$ cat src/rtl/ula_rpn_pkg.sv
// Shared types for the RPN stack ALU: opcodes, FSM states, result flags and
// small opcode-decoding helpers.
package ula_rpn_pkg;

    typedef enum logic [2:0] {
        OP_ADD = 3'b000,
        OP_SUB = 3'b001,
        OP_MUL = 3'b010,
        OP_DIV = 3'b011,
        OP_AND = 3'b100,
        OP_OR  = 3'b101,
        OP_XOR = 3'b110,
        OP_NOT = 3'b111
    } op_e;

    typedef enum logic [1:0] {
        ST_IDLE  = 2'b00,
        ST_EXEC  = 2'b01,
        ST_WRITE = 2'b10
    } state_e;

    typedef struct packed {
        logic cout;
        logic ov;
        logic zero;
        logic resto;
    } flags_t;

    function automatic logic is_seq(op_e op);
        return (op == OP_MUL) || (op == OP_DIV);
    endfunction

    // NOT is the only unary opcode; everything else consumes two entries.
    function automatic logic [1:0] op_args(op_e op);
        return (op == OP_NOT) ? 2'd1 : 2'd2;
    endfunction

endpackage

$ cat src/rtl/ula_rpn_pilha_if.sv
// Front-panel / display bundle of the RPN stack ALU. With REUSO_EN defined
// the bundle carries the extra `reuso` request (push last result).
interface ula_rpn_pilha_if
    import ula_rpn_pkg::*;
#(
    parameter int W     = 8,
    parameter int DEPTH = 4,
    parameter int NW    = $clog2(DEPTH + 1)
) ();

    // op is taken on a cycle where op_valid && op_ready; op_ready is high only
    // in IDLE, and res_valid is a single-cycle pulse when the result lands on
    // the stack.
    logic [W-1:0]  dado_in;
    logic          push;
    logic          op_valid;
    logic [2:0]    op;
`ifdef REUSO_EN
    logic          reuso;
`endif
    logic          op_ready;
    logic          res_valid;
    logic [W-1:0]  resultado;
    logic [W-1:0]  topo;
    logic [NW-1:0] nivel;
    logic          cout;
    logic          ov;
    logic          zero;
    logic          erro;
    logic          resto_led;
    logic          ocupado;
    state_e        dbg_estado;

    modport slave (
`ifdef REUSO_EN
        input  reuso,
`endif
        input  dado_in, push, op_valid, op,
        output op_ready, res_valid, resultado, topo, nivel,
        output cout, ov, zero, erro, resto_led, ocupado, dbg_estado
    );

    modport master (
`ifdef REUSO_EN
        output reuso,
`endif
        output dado_in, push, op_valid, op,
        input  op_ready, res_valid, resultado, topo, nivel,
        input  cout, ov, zero, erro, resto_led, ocupado, dbg_estado
    );

endinterface

$ cat src/rtl/mult_div_seq.sv
// Shared sequential multiplier (shift-add) / restoring divider, one bit per
// cycle for W cycles. Product / remainder:quotient share one 2W register.
module mult_div_seq #(
    parameter int W = 8
) (
    input  logic         clock,
    input  logic         rst_n,
    input  logic         start,
    input  logic         modo,
    input  logic [W-1:0] a,
    input  logic [W-1:0] b,
    output logic         done,
    output logic [W-1:0] result,
    output logic         hi_nz,
    output logic         rem_nz
);

    localparam int CW = $clog2(W);

    logic [2*W-1:0] p_q, p_d;
    logic [W-1:0]   m_q, m_d;
    logic [CW-1:0]  cnt_q, cnt_d;
    logic           busy_q, busy_d;
    logic           modo_q, modo_d;

    logic [W:0]     mul_sum;
    logic [W:0]     div_trial;
    logic           div_ge;
    logic [W-1:0]   div_rem;

    always_comb begin
        mul_sum   = {1'b0, p_q[2*W-1:W]} + (p_q[0] ? {1'b0, m_q} : {(W+1){1'b0}});
        div_trial = {p_q[2*W-1:W], p_q[W-1]};
        div_ge    = div_trial >= {1'b0, m_q};
        // When div_ge holds the difference is below the divisor, so W bits suffice.
        div_rem   = div_ge ? (div_trial[W-1:0] - m_q) : div_trial[W-1:0];
    end

    assign done = busy_q && (cnt_q == CW'(W - 1));

    always_comb begin
        p_d    = p_q;
        m_d    = m_q;
        cnt_d  = cnt_q;
        busy_d = busy_q;
        modo_d = modo_q;
        if (start) begin
            modo_d = modo;
            p_d    = {{W{1'b0}}, (modo ? a : b)};
            m_d    = modo ? b : a;
            cnt_d  = '0;
            busy_d = 1'b1;
        end else if (busy_q) begin
            p_d   = modo_q ? {div_rem, p_q[W-2:0], div_ge} : {mul_sum, p_q[W-1:1]};
            cnt_d = cnt_q + CW'(1);
            if (done) busy_d = 1'b0;
        end
    end

    always_ff @(posedge clock or negedge rst_n) begin
        if (!rst_n) begin
            p_q    <= '0;
            m_q    <= '0;
            cnt_q  <= '0;
            busy_q <= 1'b0;
            modo_q <= 1'b0;
        end else begin
            p_q    <= p_d;
            m_q    <= m_d;
            cnt_q  <= cnt_d;
            busy_q <= busy_d;
            modo_q <= modo_d;
        end
    end

    assign result = p_q[W-1:0];
    assign hi_nz  = !modo_q && (|p_q[2*W-1:W]);
    assign rem_nz = modo_q && (|p_q[2*W-1:W]);

endmodule

$ cat src/rtl/ula_rpn_pilha.sv
// RPN ALU with a DEPTH-entry operand stack and shared sequential MUL/DIV.
// Optional REUSO_EN adds a `reuso` request that pushes the last result.
module ula_rpn_pilha
    import ula_rpn_pkg::*;
#(
    parameter int W     = 8,
    parameter int DEPTH = 4,
    parameter int NW    = $clog2(DEPTH + 1)
) (
    input  logic clock,
    input  logic rst_n,
    ula_rpn_pilha_if.slave bus
);

    state_e        state_q, state_d;
    logic [W-1:0]  stk_q [DEPTH];
    logic [W-1:0]  stk_d [DEPTH];
    logic [NW-1:0] nivel_q, nivel_d;
    logic [W-1:0]  a_q, a_d, b_q, b_d;
    op_e           op_q, op_d;
    logic [W-1:0]  resultado_q, resultado_d;
    flags_t        flags_q, flags_d;
    logic          res_valid_q, res_valid_d;
    logic          erro_q, erro_d;

    op_e           op_in;
    logic [W-1:0]  topo, opnd_a;
    logic          underflow, div_zero;
    logic          push_req, push_clash;
    logic [W-1:0]  push_data;
    logic          wr_en;
    logic [NW-1:0] wr_idx;
    logic [W-1:0]  wr_data;
    logic          md_start, md_done, md_hi_nz, md_rem_nz;
    logic [W-1:0]  md_result;
    logic [W:0]    sum_ext, dif_ext;
    logic [W-1:0]  alu_res;
    flags_t        alu_flags;

    assign op_in = op_e'(bus.op);

    always_comb begin
        topo   = '0;
        opnd_a = '0;
        for (int i = 0; i < DEPTH; i++) begin
            if (nivel_q == NW'(i + 1)) topo   = stk_q[i];
            if (nivel_q == NW'(i + 2)) opnd_a = stk_q[i];
        end
    end

    assign underflow = nivel_q < NW'(op_args(op_in));
    assign div_zero  = (op_in == OP_DIV) && (topo == '0);

    mult_div_seq #(.W(W)) u_mult_div (
        .clock  (clock),
        .rst_n  (rst_n),
        .start  (md_start),
        .modo   (op_in == OP_DIV),
        .a      (opnd_a),
        .b      (topo),
        .done   (md_done),
        .result (md_result),
        .hi_nz  (md_hi_nz),
        .rem_nz (md_rem_nz)
    );

    always_comb begin
        sum_ext   = {1'b0, a_q} + {1'b0, b_q};
        dif_ext   = {1'b0, a_q} - {1'b0, b_q};
        alu_res   = '0;
        alu_flags = '0;
        case (op_q)
            OP_ADD: begin
                alu_res        = sum_ext[W-1:0];
                alu_flags.cout = sum_ext[W];
                alu_flags.ov   = (a_q[W-1] == b_q[W-1]) && (sum_ext[W-1] != a_q[W-1]);
            end
            OP_SUB: begin
                alu_res        = dif_ext[W-1:0];
                alu_flags.cout = dif_ext[W];
                alu_flags.ov   = (a_q[W-1] != b_q[W-1]) && (dif_ext[W-1] != a_q[W-1]);
            end
            OP_MUL: begin
                alu_res      = md_result;
                alu_flags.ov = md_hi_nz;
            end
            OP_DIV: begin
                alu_res         = md_result;
                alu_flags.resto = md_rem_nz;
            end
            OP_AND:  alu_res = a_q & b_q;
            OP_OR:   alu_res = a_q | b_q;
            OP_XOR:  alu_res = a_q ^ b_q;
            OP_NOT:  alu_res = ~b_q;
            default: alu_res = '0;
        endcase
        alu_flags.zero = (alu_res == '0);
    end

    always_comb begin
        state_d     = state_q;
        stk_d       = stk_q;
        nivel_d     = nivel_q;
        a_d         = a_q;
        b_d         = b_q;
        op_d        = op_q;
        resultado_d = resultado_q;
        flags_d     = flags_q;
        res_valid_d = 1'b0;
        erro_d      = 1'b0;
        wr_en       = 1'b0;
        wr_idx      = '0;
        wr_data     = '0;
        md_start    = 1'b0;
`ifdef REUSO_EN
        push_req    = bus.push || bus.reuso;
        push_clash  = bus.push && bus.reuso;
        push_data   = bus.reuso ? resultado_q : bus.dado_in;
`else
        push_req    = bus.push;
        push_clash  = 1'b0;
        push_data   = bus.dado_in;
`endif

        case (state_q)
            ST_IDLE: begin
                if (bus.op_valid) begin
                    // An op always wins; any push in the same cycle is refused.
                    if (push_req) erro_d = 1'b1;
                    if (underflow || div_zero) begin
                        erro_d = 1'b1;
                    end else begin
                        a_d      = opnd_a;
                        b_d      = topo;
                        op_d     = op_in;
                        md_start = is_seq(op_in);
                        state_d  = is_seq(op_in) ? ST_EXEC : ST_WRITE;
                    end
                end else if (push_req) begin
                    if (push_clash) erro_d = 1'b1;
                    if (nivel_q == NW'(DEPTH)) begin
                        erro_d = 1'b1;
                    end else begin
                        wr_en   = 1'b1;
                        wr_idx  = nivel_q;
                        wr_data = push_data;
                        nivel_d = nivel_q + NW'(1);
                    end
                end
            end
            ST_EXEC: begin
                if (push_req) erro_d = 1'b1;
                if (md_done)  state_d = ST_WRITE;
            end
            ST_WRITE: begin
                if (push_req) erro_d = 1'b1;
                // Stack was frozen since accept, so the operands are still in place.
                wr_en         = 1'b1;
                wr_idx        = nivel_q - NW'(op_args(op_q));
                wr_data       = alu_res;
                nivel_d       = wr_idx + NW'(1);
                resultado_d   = alu_res;
                flags_d.cout  = alu_flags.cout;
                flags_d.ov    = alu_flags.ov;
                flags_d.zero  = alu_flags.zero;
                if (op_q == OP_DIV) flags_d.resto = alu_flags.resto;
                res_valid_d   = 1'b1;
                state_d       = ST_IDLE;
            end
            default: state_d = ST_IDLE;
        endcase

        for (int i = 0; i < DEPTH; i++) begin
            if (wr_en && (wr_idx == NW'(i))) stk_d[i] = wr_data;
        end
    end

    always_ff @(posedge clock or negedge rst_n) begin
        if (!rst_n) begin
            state_q     <= ST_IDLE;
            stk_q       <= '{default: '0};
            nivel_q     <= '0;
            a_q         <= '0;
            b_q         <= '0;
            op_q        <= OP_ADD;
            resultado_q <= '0;
            flags_q     <= '0;
            res_valid_q <= 1'b0;
            erro_q      <= 1'b0;
        end else begin
            state_q     <= state_d;
            stk_q       <= stk_d;
            nivel_q     <= nivel_d;
            a_q         <= a_d;
            b_q         <= b_d;
            op_q        <= op_d;
            resultado_q <= resultado_d;
            flags_q     <= flags_d;
            res_valid_q <= res_valid_d;
            erro_q      <= erro_d;
        end
    end

    assign bus.op_ready   = (state_q == ST_IDLE);
    assign bus.res_valid  = res_valid_q;
    assign bus.resultado  = resultado_q;
    assign bus.topo       = topo;
    assign bus.nivel      = nivel_q;
    assign bus.cout       = flags_q.cout;
    assign bus.ov         = flags_q.ov;
    assign bus.zero       = flags_q.zero;
    assign bus.resto_led  = flags_q.resto;
    assign bus.erro       = erro_q;
    assign bus.ocupado    = (state_q == ST_EXEC);
    assign bus.dbg_estado = state_q;

endmodule

$ cat src/flat_wrapper.sv
// flat-port wrapper written by rule: the top's interface ports become plain ports
module ula_rpn_pilha_flat import ula_rpn_pkg::*;
#(
    parameter int W     = 8,
    parameter int DEPTH = 4,
    parameter int NW    = $clog2(DEPTH + 1)
)
  (clock, rst_n, bus_dado_in, bus_push, bus_op_valid, bus_op, bus_op_ready, bus_res_valid, bus_resultado, bus_topo, bus_nivel, bus_cout, bus_ov, bus_zero, bus_erro, bus_resto_led, bus_ocupado, bus_dbg_estado);
  ula_rpn_pilha_if #(.W(W), .DEPTH(DEPTH), .NW(NW)) bus_i ();
  input  logic clock;
  input  logic rst_n;
  input wire logic [$bits(bus_i.dado_in)-1:0] bus_dado_in;
  input wire logic [$bits(bus_i.push)-1:0] bus_push;
  input wire logic [$bits(bus_i.op_valid)-1:0] bus_op_valid;
  input wire logic [$bits(bus_i.op)-1:0] bus_op;
  output wire logic [$bits(bus_i.op_ready)-1:0] bus_op_ready;
  output wire logic [$bits(bus_i.res_valid)-1:0] bus_res_valid;
  output wire logic [$bits(bus_i.resultado)-1:0] bus_resultado;
  output wire logic [$bits(bus_i.topo)-1:0] bus_topo;
  output wire logic [$bits(bus_i.nivel)-1:0] bus_nivel;
  output wire logic [$bits(bus_i.cout)-1:0] bus_cout;
  output wire logic [$bits(bus_i.ov)-1:0] bus_ov;
  output wire logic [$bits(bus_i.zero)-1:0] bus_zero;
  output wire logic [$bits(bus_i.erro)-1:0] bus_erro;
  output wire logic [$bits(bus_i.resto_led)-1:0] bus_resto_led;
  output wire logic [$bits(bus_i.ocupado)-1:0] bus_ocupado;
  output wire logic [$bits(bus_i.dbg_estado)-1:0] bus_dbg_estado;
  assign bus_i.dado_in = bus_dado_in;
  assign bus_i.push = bus_push;
  assign bus_i.op_valid = bus_op_valid;
  assign bus_i.op = bus_op;
  assign bus_op_ready = bus_i.op_ready;
  assign bus_res_valid = bus_i.res_valid;
  assign bus_resultado = bus_i.resultado;
  assign bus_topo = bus_i.topo;
  assign bus_nivel = bus_i.nivel;
  assign bus_cout = bus_i.cout;
  assign bus_ov = bus_i.ov;
  assign bus_zero = bus_i.zero;
  assign bus_erro = bus_i.erro;
  assign bus_resto_led = bus_i.resto_led;
  assign bus_ocupado = bus_i.ocupado;
  assign bus_dbg_estado = bus_i.dbg_estado;
  ula_rpn_pilha #(.W(W), .DEPTH(DEPTH), .NW(NW)) u_core (.clock(clock), .rst_n(rst_n), .bus(bus_i));
endmodule
$ cat config.mk
export PLATFORM = sky130hd
export DESIGN_NAME = ula_rpn_pilha_flat
export DESIGN_NICKNAME = d
export VERILOG_FILES = /design/src/rtl/ula_rpn_pkg.sv /design/src/rtl/ula_rpn_pilha_if.sv /design/src/rtl/mult_div_seq.sv /design/src/rtl/ula_rpn_pilha.sv /design/src/flat_wrapper.sv
export SDC_FILE = /design/constraint.sdc
export NUM_CORES = 1
export LEC_CHECK = 0
export ABC_AREA = 1
export ABC_CLOCK_PERIOD_IN_PS = 2590
export CAP_MARGIN = 20
export CELL_PAD_IN_SITES_DETAIL_PLACEMENT = 0
export CELL_PAD_IN_SITES_GLOBAL_PLACEMENT = 1
export CORE_MARGIN = 1
export CORE_UTILIZATION = 40
export DETAILED_ROUTE_END_ITERATION = 7
export PLACE_DENSITY_LB_ADDON = 0.2
export SLEW_MARGIN = 10
export SYNTH_ARGS = -nofsm -noshare
export SYNTH_HDL_FRONTEND = slang
export SYNTH_SLANG_ARGS = --single-unit
$ cat constraint.sdc
create_clock -name clock -period 2.59 [get_ports clock]
set_clock_uncertainty 0.05 [all_clocks]
set_input_delay 0.518 -clock clock [delete_from_list [all_inputs] [get_ports clock]]
set_output_delay 0.518 -clock clock [all_outputs]
set_load 0.05 [all_outputs]
==> results.json, run 1 <==
{
  "outcome": "completed",
  "switching_share": 0.5220,
  "cts-buffers-inserted": 9,
  "yosysWarningCount": 0,
  "num_io_pins": 44,
  "ant_nets": 0,
  "endpoint_kind": "output port",
  "drtIter0Drc": 471,
  "start_util": 0.4152,
  "n_antenna_cell": 0,
  "cts.sinks": 99,
  "vias_per_cell": 5.228,
  "fin_ws_ns": 0.07619,
  "area_growth_pct": 22.11,
  "track_usage": 0.2516,
  "design_area_sq_um": 8860,
  "hold_ws_ns": 0.1295,
  "firstDrtPassIters": 5,
  "crit_start": "u_core.bus.dbg_estado[0]",
  "path_max_fanout": 5,
  "power.density_nw_per_um2": 1497,
  "r2r_end": "u_core.stk_q[3]",
  "p_total_mw": 13.27,
  "setup_viol": 0,
  "period_share": 0.9706,
  "syn_inst": 1003,
  "slew_headroom": 0.4949,
  "dp_hpwl_um": 17340,
  "root_buffer": "clkbuf_16",
  "grt_overflow_total": 0,
  "htree_levels": 3,
  "layout_min_cycle_time_ns": 2.514,
  "ys_ff_latch": 99,
  "port_buffers": 43,
  "antenna_found_initial": 0,
  "place_area_sq_um": 8429,
  "max_cap_violations": 0,
  "synth_edf_count": 0,
  "seq_power_share": 0.217,
  "rows": 48,
  "syn_nets": 1072,
  "syn_area_per_cell_sq_um": 7.234,
  "p_clk_frac": 0.115,
  "vias": 6953,
  "grt_pass1_vias": 6529,
  "hold_class": "primary input to asynchronous set/reset pin",
  "path_class": "register to output port",
  "synth-seq-area-share": 0.3414,
  "ir_drop_v": 0.0008095,
  "grt_max_degree": 100,
  "rrSetupSlack_ns": 0.21,
  "startpoint_type": "register",
  "max_freq_mhz": 397.8,
  "synth-async-reset-ratio": 1.000,
  "fin_setup_tns_ns": 0,
  "critPathArrivalTime_ns": 1.95,
  "die_h_um": 136.7,
  "r2r-start": "u_core.b_q[2]",
  "layout-drive-gt1-share": 0.1502,
  "layout_common_cells": "257 x nand2_1, 112 x inv_1, 104 x nand3_1, 96 x dfrtp_1, 71 x buf_4",
  "hold_viol_final": 0,
  "place_congestion": 0.9075,
  "power.leakage_nw": 4.327,
  "synth_flop_cell": "dfrtp_1",
  "dp_slack_ns": -0.5238,
  "crit_end": "bus_op_ready",
  "cts_buffer_depth": 2,
  "cts_tree": "built",
  "critPathRequiredTime_ns": 2.02,
  "wl_per_cell_um": 16.88,
  "worst_pin_slew_ns": 0.7568,
  "netlist_area_sq_um": 7256,
  "final_nets": 1169,
  "rr_worst_depth": 13,
  "ys_types": 50,
  "switching_power_mw": 6.925,
  "grt_pass1_wl_um": 35620,
  "drcViolationCount": 0,
  "chipWidth_um": 136.7,
  "path_clk_slew_ns": 0.07,
  "clk_latency_ns": 0.36,
  "p_int_mw": 6.340,
  "finalWirelength_um": 22450,
  "coreArea_sq_um": 17480,
  "slew_viol_final": 0,
  "power_frac_comb": 0.668,
  "mostFrequentLayoutCell": "nand2_1",
  "dieArea_sq_um": 18680
}
stage by stage:
stage | std cells | utilization
5_1_grt | 1330 | 0.5069
3_3_place_gp | 1308 | 0.4823
2_1_floorplan | 1003 | -
6_report | 1330 | 0.5069
3_5_place_dp | 1308 | 0.4823
4_1_cts | 1327 | 0.5028
repair_timing:
item / 4_1_cts / 5_1_grt
gates resized for setup: 1 / 15
gates cloned: 1 / 1
pin swaps: 0 / 1
hold buffers: 0 / 0
setup buffers: 2 / 2
setup endpoints to repair: 18 / 50
metal layers:
layer,up-vias,GRT usage,share of wire
met2,144,0.4196,0.47
li1,3531,-,-
met5,-,0,0
met3,25,0.03037,0.035
met1,3253,0.3461,0.48
met4,0,0.05864,0.016
power groups by stage:
stage / Combinational, mW / Sequential, mW / Clock, mW
global route: 9.77 / 2.95 / 1.61
floorplan: 5.29 / 3.10 / 0
finish: 8.86 / 2.87 / 1.53
detailed placement: 8.59 / 2.91 / 0
global placement: 8.55 / 2.89 / 0
CTS: 8.70 / 2.87 / 1.56
logic make-up (layout without fill, tap and decap cells):
| family | after synthesis | in the layout | synth area share |
|---|---|---|---|
| AO/OA/AOI/OAI | 174 | 174 | 0.1399 |
| XOR/XNOR | 16 | 16 | 0.01931 |
| adder cells (fa/ha/maj) | 54 | 54 | 0.09829 |
| buffers and inverters | 154 | 255 | 0.08881 |
| flip-flops | 99 | 99 | 0.3414 |
| multiplexers | 1 | 1 | 0.001380 |
| AND/OR/NAND/NOR | 505 | 506 | 0.3109 |
state kept, by name (all words and copies together) (netlist names):
| register | count |
|---|---|
| u_core.stk_q | 32 |
| u_core.u_mult_div.p_q | 16 |
| u_core.a_q | 8 |
| u_core.b_q | 8 |
| u_core.bus.resultado | 8 |
| u_core.u_mult_div.m_q | 8 |
| u_core.bus.nivel | 3 |
| u_core.op_q | 3 |
| u_core.u_mult_div.cnt_q | 3 |
| u_core.bus.dbg_estado | 2 |
| u_core.bus.cout | 1 |
| u_core.bus.erro | 1 |
| u_core.bus.ov | 1 |
| u_core.bus.res_valid | 1 |
| u_core.bus.resto_led | 1 |
| u_core.bus.zero | 1 |
| u_core.u_mult_div.busy_q | 1 |
| u_core.u_mult_div.modo_q | 1 |
synth_stat cells (2+ instances only):
library cell	number	area (sq um)
a21oi_1	29	145.1
nand4_1	27	168.9
o21ai_2	10	87.58
dfrtp_1	99	2477
o21ai_0	70	350.3
nor4_1	2	12.51
o21bai_1	2	15.01
o22ai_1	8	50.05
nor2_1	70	262.8
inv_1	114	427.9
nand3_1	105	525.5
buf_2	4	20.02
nand4_2	2	25.02
buf_4	6	45.04
a31oi_1	24	150.1
xnor2_1	3	26.28
fa_1	5	100.1
a22oi_1	6	45.04
clkbuf_1	17	63.81
nor2_2	9	56.30
o31ai_1	2	15.01
o2111ai_1	3	26.28
o21ai_1	10	50.05
ha_1	49	613.1
nand3_2	3	30.03
nand2_1	259	972.2
nor3_1	8	40.04
inv_2	6	22.52
o221ai_1	2	17.52
nand2_2	11	68.82
a21o_1	3	22.52
xor2_1	13	113.9
buf_6	5	56.30
critical path, cell delays in order (launching register included):
cell and delay [ns]:
dfrtp_1 0.44, inv_1 0.12, ha_2 0.23, clkdlybuf4s50_1 0.81
how the worst min path moves through the flow:
stage                              endpoint  slack [ns]                    start
floorplan                     u_core.a_q[0]        0.17                    rst_n
global placement    u_core.bus.resultado[4]        0.41  u_core.bus.resultado[4]
detailed placement            u_core.bus.ov        0.42            u_core.bus.ov
CTS                           u_core.b_q[2]        0.20                    rst_n
global route                  u_core.b_q[2]        0.19                    rst_n
finish                        u_core.b_q[2]        0.13                    rst_n
cell type report:
class,count,area [sq um]
clock inverters,7,106.4
flip-flops and latches,99,2481
repair buffers,117,1114
clock buffers,9,225.2
fillers,1767,8617
repair inverters,1,7.507
multi-input cells,751,4183
inverters,121,461.7
well taps,225,281.5
No activity file was read; power rests on OpenSTA's default activity.
==> inputs of run 2 (changes only) <==
SKIP_LAST_GASP = 1   (was default)
==> results of run 2 <==
The final DEF is identical to that of run 1; final timing and power are the same.
